<file path="src/rtl/msrv32_wb_queue_unit.sv">
// Writeback stage: source select feeding a DEPTH-entry pending-write FIFO that drains into the register file.
// Optional forwarding lookup over pending entries is built when MSRV32_WB_FWD_EN is defined.
module msrv32_wb_queue_unit #(
  parameter int XLEN    = 32,
  parameter int NUM_SRC = 6,
  parameter int SEL_W   = 3,
  parameter int DEPTH   = 2,
  localparam int CNT_W  = $clog2(DEPTH + 1),
  localparam int PTR_W  = (DEPTH > 1) ? $clog2(DEPTH) : 1
) (
  input  logic                    ms_riscv32_mp_clk_in,
  input  logic                    ms_riscv32_mp_rst_in,
  input  logic                    wb_valid_in,
  output logic                    wb_ready_out,
  input  logic [SEL_W-1:0]        wb_mux_sel_in,
  input  logic [NUM_SRC*XLEN-1:0] src_data_in,
  input  logic [4:0]              rd_addr_in,
  output logic                    rf_wr_en_out,
  output logic [4:0]              rf_rd_addr_out,
  output logic [XLEN-1:0]         rf_wr_data_out,
  input  logic                    rf_wr_ack_in,
  output logic [CNT_W-1:0]        wb_count_out,
  input  logic [4:0]              fwd_addr_in,
  output logic                    fwd_hit_out,
  output logic [XLEN-1:0]         fwd_data_out
);

  logic [PTR_W-1:0] wr_ptr_q, wr_ptr_d;
  logic [PTR_W-1:0] rd_ptr_q, rd_ptr_d;
  logic [CNT_W-1:0] count_q, count_d;
  logic [DEPTH-1:0] valid_q, valid_d;
  logic [4:0]       rd_mem_q   [DEPTH];
  logic [XLEN-1:0]  data_mem_q [DEPTH];

  logic [XLEN-1:0]  sel_data;
  logic             push;
  logic             pop;
  logic             head_en;

  function automatic logic [PTR_W-1:0] ptr_inc(input logic [PTR_W-1:0] p);
    return (p == PTR_W'(DEPTH - 1)) ? '0 : p + 1'b1;
  endfunction

  function automatic logic [PTR_W-1:0] ptr_add(input logic [PTR_W-1:0] p, input int off);
    int s;
    s = int'(p) + off;
    if (s >= DEPTH) s = s - DEPTH;
    return PTR_W'(s);
  endfunction

  // Out-of-range selects fall back to the ALU result in slot 0.
  always_comb begin
    sel_data = src_data_in[0 +: XLEN];
    for (int k = 1; k < NUM_SRC; k++) begin
      if (wb_mux_sel_in == SEL_W'(k)) sel_data = src_data_in[k*XLEN +: XLEN];
    end
  end

  assign wb_ready_out = (count_q != CNT_W'(DEPTH));
  assign push         = wb_valid_in && wb_ready_out && (rd_addr_in != 5'd0) && !ms_riscv32_mp_rst_in;
  // The head is suppressed during reset so no write escapes in the reset cycle.
  assign head_en      = (count_q != '0) && !ms_riscv32_mp_rst_in;
  assign pop          = head_en && rf_wr_ack_in;

  always_comb begin
    wr_ptr_d = wr_ptr_q;
    rd_ptr_d = rd_ptr_q;
    count_d  = count_q;
    valid_d  = valid_q;
    if (pop) begin
      rd_ptr_d          = ptr_inc(rd_ptr_q);
      valid_d[rd_ptr_q] = 1'b0;
    end
    if (push) begin
      wr_ptr_d          = ptr_inc(wr_ptr_q);
      valid_d[wr_ptr_q] = 1'b1;
    end
    case ({push, pop})
      2'b10:   count_d = count_q + 1'b1;
      2'b01:   count_d = count_q - 1'b1;
      default: count_d = count_q;
    endcase
  end

  always_ff @(posedge ms_riscv32_mp_clk_in) begin
    if (ms_riscv32_mp_rst_in) begin
      wr_ptr_q <= '0;
      rd_ptr_q <= '0;
      count_q  <= '0;
      valid_q  <= '0;
    end else begin
      wr_ptr_q <= wr_ptr_d;
      rd_ptr_q <= rd_ptr_d;
      count_q  <= count_d;
      valid_q  <= valid_d;
    end
  end

  // Payload storage needs no reset; the valid bits and count gate every read of it.
  always_ff @(posedge ms_riscv32_mp_clk_in) begin
    if (push) begin
      rd_mem_q[wr_ptr_q]   <= rd_addr_in;
      data_mem_q[wr_ptr_q] <= sel_data;
    end
  end

  assign rf_wr_en_out   = head_en;
  assign rf_rd_addr_out = head_en ? rd_mem_q[rd_ptr_q]   : 5'd0;
  assign rf_wr_data_out = head_en ? data_mem_q[rd_ptr_q] : '0;
  assign wb_count_out   = count_q;

`ifdef MSRV32_WB_FWD_EN
  // Walk oldest to youngest so the entry nearest the write pointer wins.
  always_comb begin
    fwd_hit_out  = 1'b0;
    fwd_data_out = '0;
    for (int i = 0; i < DEPTH; i++) begin
      if (valid_q[ptr_add(rd_ptr_q, i)] &&
          (rd_mem_q[ptr_add(rd_ptr_q, i)] == fwd_addr_in) &&
          (fwd_addr_in != 5'd0)) begin
        fwd_hit_out  = 1'b1;
        fwd_data_out = data_mem_q[ptr_add(rd_ptr_q, i)];
      end
    end
  end
`else
  logic unused_fwd;
  assign unused_fwd   = ^fwd_addr_in;
  assign fwd_hit_out  = 1'b0;
  assign fwd_data_out = '0;
`endif

endmodule

</file>
<file path="config.mk">
export PLATFORM = sky130hd
export DESIGN_NAME = msrv32_wb_queue_unit
export DESIGN_NICKNAME = d
export VERILOG_FILES = /design/src/rtl/msrv32_wb_queue_unit.sv
export SDC_FILE = /design/constraint.sdc
export NUM_CORES = 1
export LEC_CHECK = 0
export BUFFER_PORTS_ARGS = -buffer_cell sky130_fd_sc_hd__buf_4
export CORE_ASPECT_RATIO = 0.7
export CORE_UTILIZATION = 46
export DETAILED_ROUTE_END_ITERATION = 10
export GPL_ROUTABILITY_DRIVEN = 0
export PLACE_DENSITY = 0.89
export SLEW_MARGIN = 10
export SYNTH_ARGS = -nofsm -noshare
export SYNTH_HDL_FRONTEND = slang
export SYNTH_SLANG_ARGS = --single-unit
</file>
<file path="constraint.sdc">
create_clock -name ms_riscv32_mp_clk_in -period 5.6 [get_ports ms_riscv32_mp_clk_in]
set_input_delay 0.56 -clock ms_riscv32_mp_clk_in [delete_from_list [all_inputs] [get_ports ms_riscv32_mp_clk_in]]
set_output_delay 0.56 -clock ms_riscv32_mp_clk_in [all_outputs]
set_load 0.02 [all_outputs]
</file>
# Yosys cells after proc, flatten, opt, wreduce, memory -nomap -nowiden
# Memory sizes are Yosys's and may differ from the RTL's. A register that Yosys moved wholly into a read port is not among the register bits.
# Index checks and enable logic that the tools add are counted.
# op_classes
addsub	4
eq_ne	8
mux	16
n_reduce_logical	9
# ops
cell	n
two-way mux 32 bit	6
two-way mux 1 bit	8
== test 3 x 2 -> 1 bit, second input constant	2
== test 3 bit, second input constant	2
logical AND 1 bit	5
two-way mux 5 bit	1
nonzero test 5 bit	1
one-hot mux 2 bit (2 select lines)	1
nonzero test 2 bit	2
== test 3 x 1 -> 1 bit, second input constant	1
adder 1 bit, second input constant	2
adder 2 x 1 -> 2 bit, second input constant	1
== test 2 x 1 -> 1 bit, second input constant	1
== test 2 bit, second input constant	1
inequality test 2 bit, second input constant	1
subtractor 2 x 1 -> 2 bit, second input constant	1
zero test 1 bit	1
# word_totals
regBits	4
mem_bits_rw	74
in_bits	209
output_inout_bits	74
elab_cells	42
mem_count	2
# memory_table
name	words	width	rd	rd_clocked_by_memory_dff	write_ports	line_no	text
data_mem_q	2	32	1	1	1	33	logic [XLEN-1:0] data_mem_q [DEPTH];
rd_mem_q	2	5	1	1	1	32	logic [4:0] rd_mem_q [DEPTH];

# Longest topological paths before layout
# logic_depth
ltp_word	6
depth_mapped	9
mapped_depth_nobuf	7

# Worst setup path before layout
# Ideal clock, no wire load.
# synth_path
path_type	reg2reg
startpoint	register count_q[0] (netlist: wb_count_out[0])
endpoint	memory data_mem_q[1][0], enable pin
setup_time_ps	485
arrival_time_ps	3741
required_ps	5115
setup_slack_ps	1374
path_stages_with_launch	4
n_path_buf	0
period_less_slack_ps	4226
path_cell_list	dfxtp_1 nand2b_1 o211ai_4 nor3b_1
# synth_via
elab_chain_cells	6
# synth_rtl
element	line_no	text
from (decl)	30	logic [CNT_W-1:0] count_q, count_d;
from (signal assigned)	94	count_q <= count_d;
inequality test 2 bit	59	assign wb_ready_out = (count_q != CNT_W'(DEPTH));
net wb_ready_out	14	output logic wb_ready_out,
logical AND 1 bit (3 in a row)	60	assign push = wb_valid_in && wb_ready_out && (rd_addr_in != 5'd0) && !ms_riscv32_mp_rst_in;
two-way mux 1 bit	101	if (push) begin
two-way mux 1 bit (not written as such)	103	data_mem_q[wr_ptr_q] <= sel_data;
to (decl)	33	
# The timed path passes the listed nets, and every way through them passes these cells.

==> flow_summary.ini <==
[outcome]
status = finished clean

[cells_and_area]
final_util_pct = 66.7
drive_gt1_share_pct = 41.4
n_fill_cell = 890
final_nets = 942
diodes = 0
synthToLayoutAreaGrowth_pct = 38.4

[yosys]
syn_area_mm2 = 0.00542
synth-seq-area-share_pct = 42.8
synthXorXnorAreaFrac_pct = 0.323
synth_mux_area_share_pct = 13.8
yosysUniqueCellTypes = 34
synth_top_family_by_area = compound AO/OA/AOI/OAI gates
synth_adder_area_share_pct = 0.231
ys_warn_count = 0
synthFlopType = edfxtp_1
synth-simple-area-share_pct = 10.2
syn-instance-count = 523
syn_avg_cell_area_um2 = 10.4
async_reset_ff_share_pct = 0
synth_compound_area_share_pct = 23.1
synth_edf_count = 74
synth_seq_cells = 79

[cts]
ctsHoldBuffers = 0
post_cts_resized = 0
root_buffer = clkbuf_16
htree_levels = 3
cts_sinks = 79
cts.clk_slew.worst_paths_ps = 60
post_cts_buffers = 0
clockBufferDepth = 2
cts_tree = done
cts_made_buffers = 9
clk_latency_ps = 330

[critical_path]
cp_num_buf_inv = 1
slowest_delay_ps = 1110
cp.depth = 3
slowest_stage = dfxtp_2
cp_cell_sequence = mux2i_1 -> nor2_1 -> buf_4
r2r_start = wb_count_out[1]
reg2reg_slack_ps = 3410
cp.arrival_ps = 2070
path_delay_family = flip-flops
start_kind = register
reg2reg_depth = 5
required_ps = 5040
endpoint_kind = primary output
setup.worst_path.end = rf_wr_data_out[7]
timing_worst_setup_path_type = reg2out
critPathMaxFanout = 37
r2r_end = wb_count_out[1]

[timing]
tightest_slew_ps = 1170
fin_skew_ps = 6.34
finalSetupViolCount = 0
fin_setup_tns_ps = 0
finalMaxSlewViolations = 0
slew_headroom_pct = 22.1
rsz0062_at_grt = no
max_freq_ghz = 0.381
period_needed_ps = 2630
timing.hold.ws_ps = 432
hold_violations = 0
fin_crit_sh_pct = 46.9

[route]
wl_met1_mm = 6.62
firstDrtPassIters = 5
num_vias = 5203
totalWireLength_mm = 16.8
wl_met3_mm = 1.38
vias_per_cell = 5.85
drc = 0
drtIter0Drc = 318
dr.max_layer_used = met4
wl_per_cell_um = 18.9
met2_wirelength_mm = 8.52
ant_nets = 0

[pwr]
power.density_mw_per_mm2 = 243
max-vdd-ir-drop_mv = 0.175
cellLeakagePower_nw = 3.03

[floorplanning]
num_io_pins = 283
initial_utilization_pct = 48.2
rows = 32
fp.dieH_um = 92.8
die_area_mm2 = 0.0122
core_area_mm2 = 0.0113
fp.dieW_um = 132

[job]
maxCapViolations = 0

[global_route]
grt_use_total_pct = 26.7
grt_max_degree = 69
antenna_found_initial = 0
grt_pass1_wl_mm = 25.6
grt_pass1_vias = 5085
grt_overflow = 0

[min_path]
hold_class = in2reg

[placed_design]
hpwlAfterDp_mm = 11.8
numPortBuffers = 244
-- how the worst min path moves through the flow --
stage	from	to	slack, ps	cells past startpoint
final	rd_addr_in[2]	rd_mem_q[1][2]	430	1
after global routing	rd_addr_in[2]	rd_mem_q[1][2]	410	1
after CTS	rd_addr_in[2]	rd_mem_q[1][2]	420	1
after detailed placement	rd_ptr_q	rd_ptr_q	500	2
after global placement	rd_ptr_q	register	480	2
after floorplan	rd_ptr_q	register	480	2
-- placed cells by master, fill, tap and decap left out, types with 2 or more instances in the layout --
master	instances
buf_4	250
edfxtp_1	74
nor2_1	40
mux2i_1	37
a21oi_1	35
nand2b_1	34
conb_1	33
o21bai_1	32
a22oi_1	32
a32oi_1	32
nand2_1	32
o221ai_1	32
mux2_2	28
clkbuf_16	13
mux2_1	4
dfxtp_1	4
inv_1	2
nor2b_4	2
o21ai_0	2
or3_1	2
inv_8	2
-- layout make-up --
type                            count  area (um^2)  share of cell area (%)
Tap cell                          153          191                    2.55
Inverter                            3         11.3                   0.150
Clock buffer                       13          325                    4.34
Multi-Input combinational cell    389         2740                    36.6
Timing Repair Buffer              250         1880                    25.0
Sequential cell                    79         2320                    31.0
Clock inverter                      3         31.3                   0.417
-- layer usage --
metal  track usage, %  vias up
met1             31.2     2481
met3             5.91       33
met4             8.82        0
met5                0        -
met2             48.8      323
li1                 -     2366
-- metrics by stage --
step	total power [mW]	instances	worst slack [ps]	area (um^2)
3_5_place_dp	1.17	874	2710	7150
5_1_grt	1.89	890	2840	7500
2_1_floorplan	0.987	555	1370	5540
4_1_cts	1.83	890	2940	7500
3_3_place_gp	1.15	874	2880	7150
6_report	1.82	890	2970	7500
-- worst register-to-register path, stage by stage, from the launching register on --
cell and delay, ps:
dfxtp_1 360, o21bai_4 800, nor2_1 90, ha_1 360, or3_1 350, a21oi_1 140
-- cells in the mapped netlist, types with 3 or more instances --
| cell type | number | share of area (%) |
|---|---|---|
| buf_4 | 34 | 4.7 |
| buf_2 | 35 | 3.2 |
| nand2b_1 | 34 | 3.9 |
| clkbuf_1 | 12 | 0.83 |
| nand2_1 | 32 | 2.2 |
| mux2_1 | 4 | 0.83 |
| o221ai_1 | 32 | 5.2 |
| mux2_2 | 28 | 5.8 |
| a22oi_1 | 32 | 4.4 |
| a21oi_1 | 35 | 3.2 |
| a32oi_1 | 32 | 5.2 |
| mux2i_1 | 37 | 6.8 |
| dfxtp_1 | 5 | 1.8 |
| o21bai_1 | 33 | 4.6 |
| nor2b_1 | 3 | 0.35 |
| edfxtp_1 | 74 | 41 |
| nor2_1 | 40 | 2.8 |
-- report_power, final --
group / switching (mW) / leakage, nW / total (mW) / internal [mW]
Clock: 0.240 / 0.177 / 0.657 / 0.416
Combinational: 0.234 / 2.13 / 0.452 / 0.218
Sequential: 0.0201 / 0.722 / 0.713 / 0.693
Total: 0.494 / 3.03 / 1.82 / 1.33
-- sequential cells by signal, indices dropped and copies added (netlist names), named ones only --
register,flops
wr_ptr_q,1
wb_count_out,2
rd_mem_q,10
rd_ptr_q,1
data_mem_q,64
-- logic make-up (layout without fill, tap and decap cells) --
| logic type | after synthesis | in the layout |
|---|---|---|
| other | 1 | 33 |
| flip-flops | 79 | 79 |
| adder cells (fa/ha/maj) | 1 | 1 |
| AND/OR/NAND/NOR | 116 | 116 |
| buffers and inverters | 87 | 269 |
| XOR/XNOR | 2 | 2 |
| AO/OA/AOI/OAI | 167 | 167 |
| multiplexers | 70 | 70 |
(Power assumes the default switching activity.)
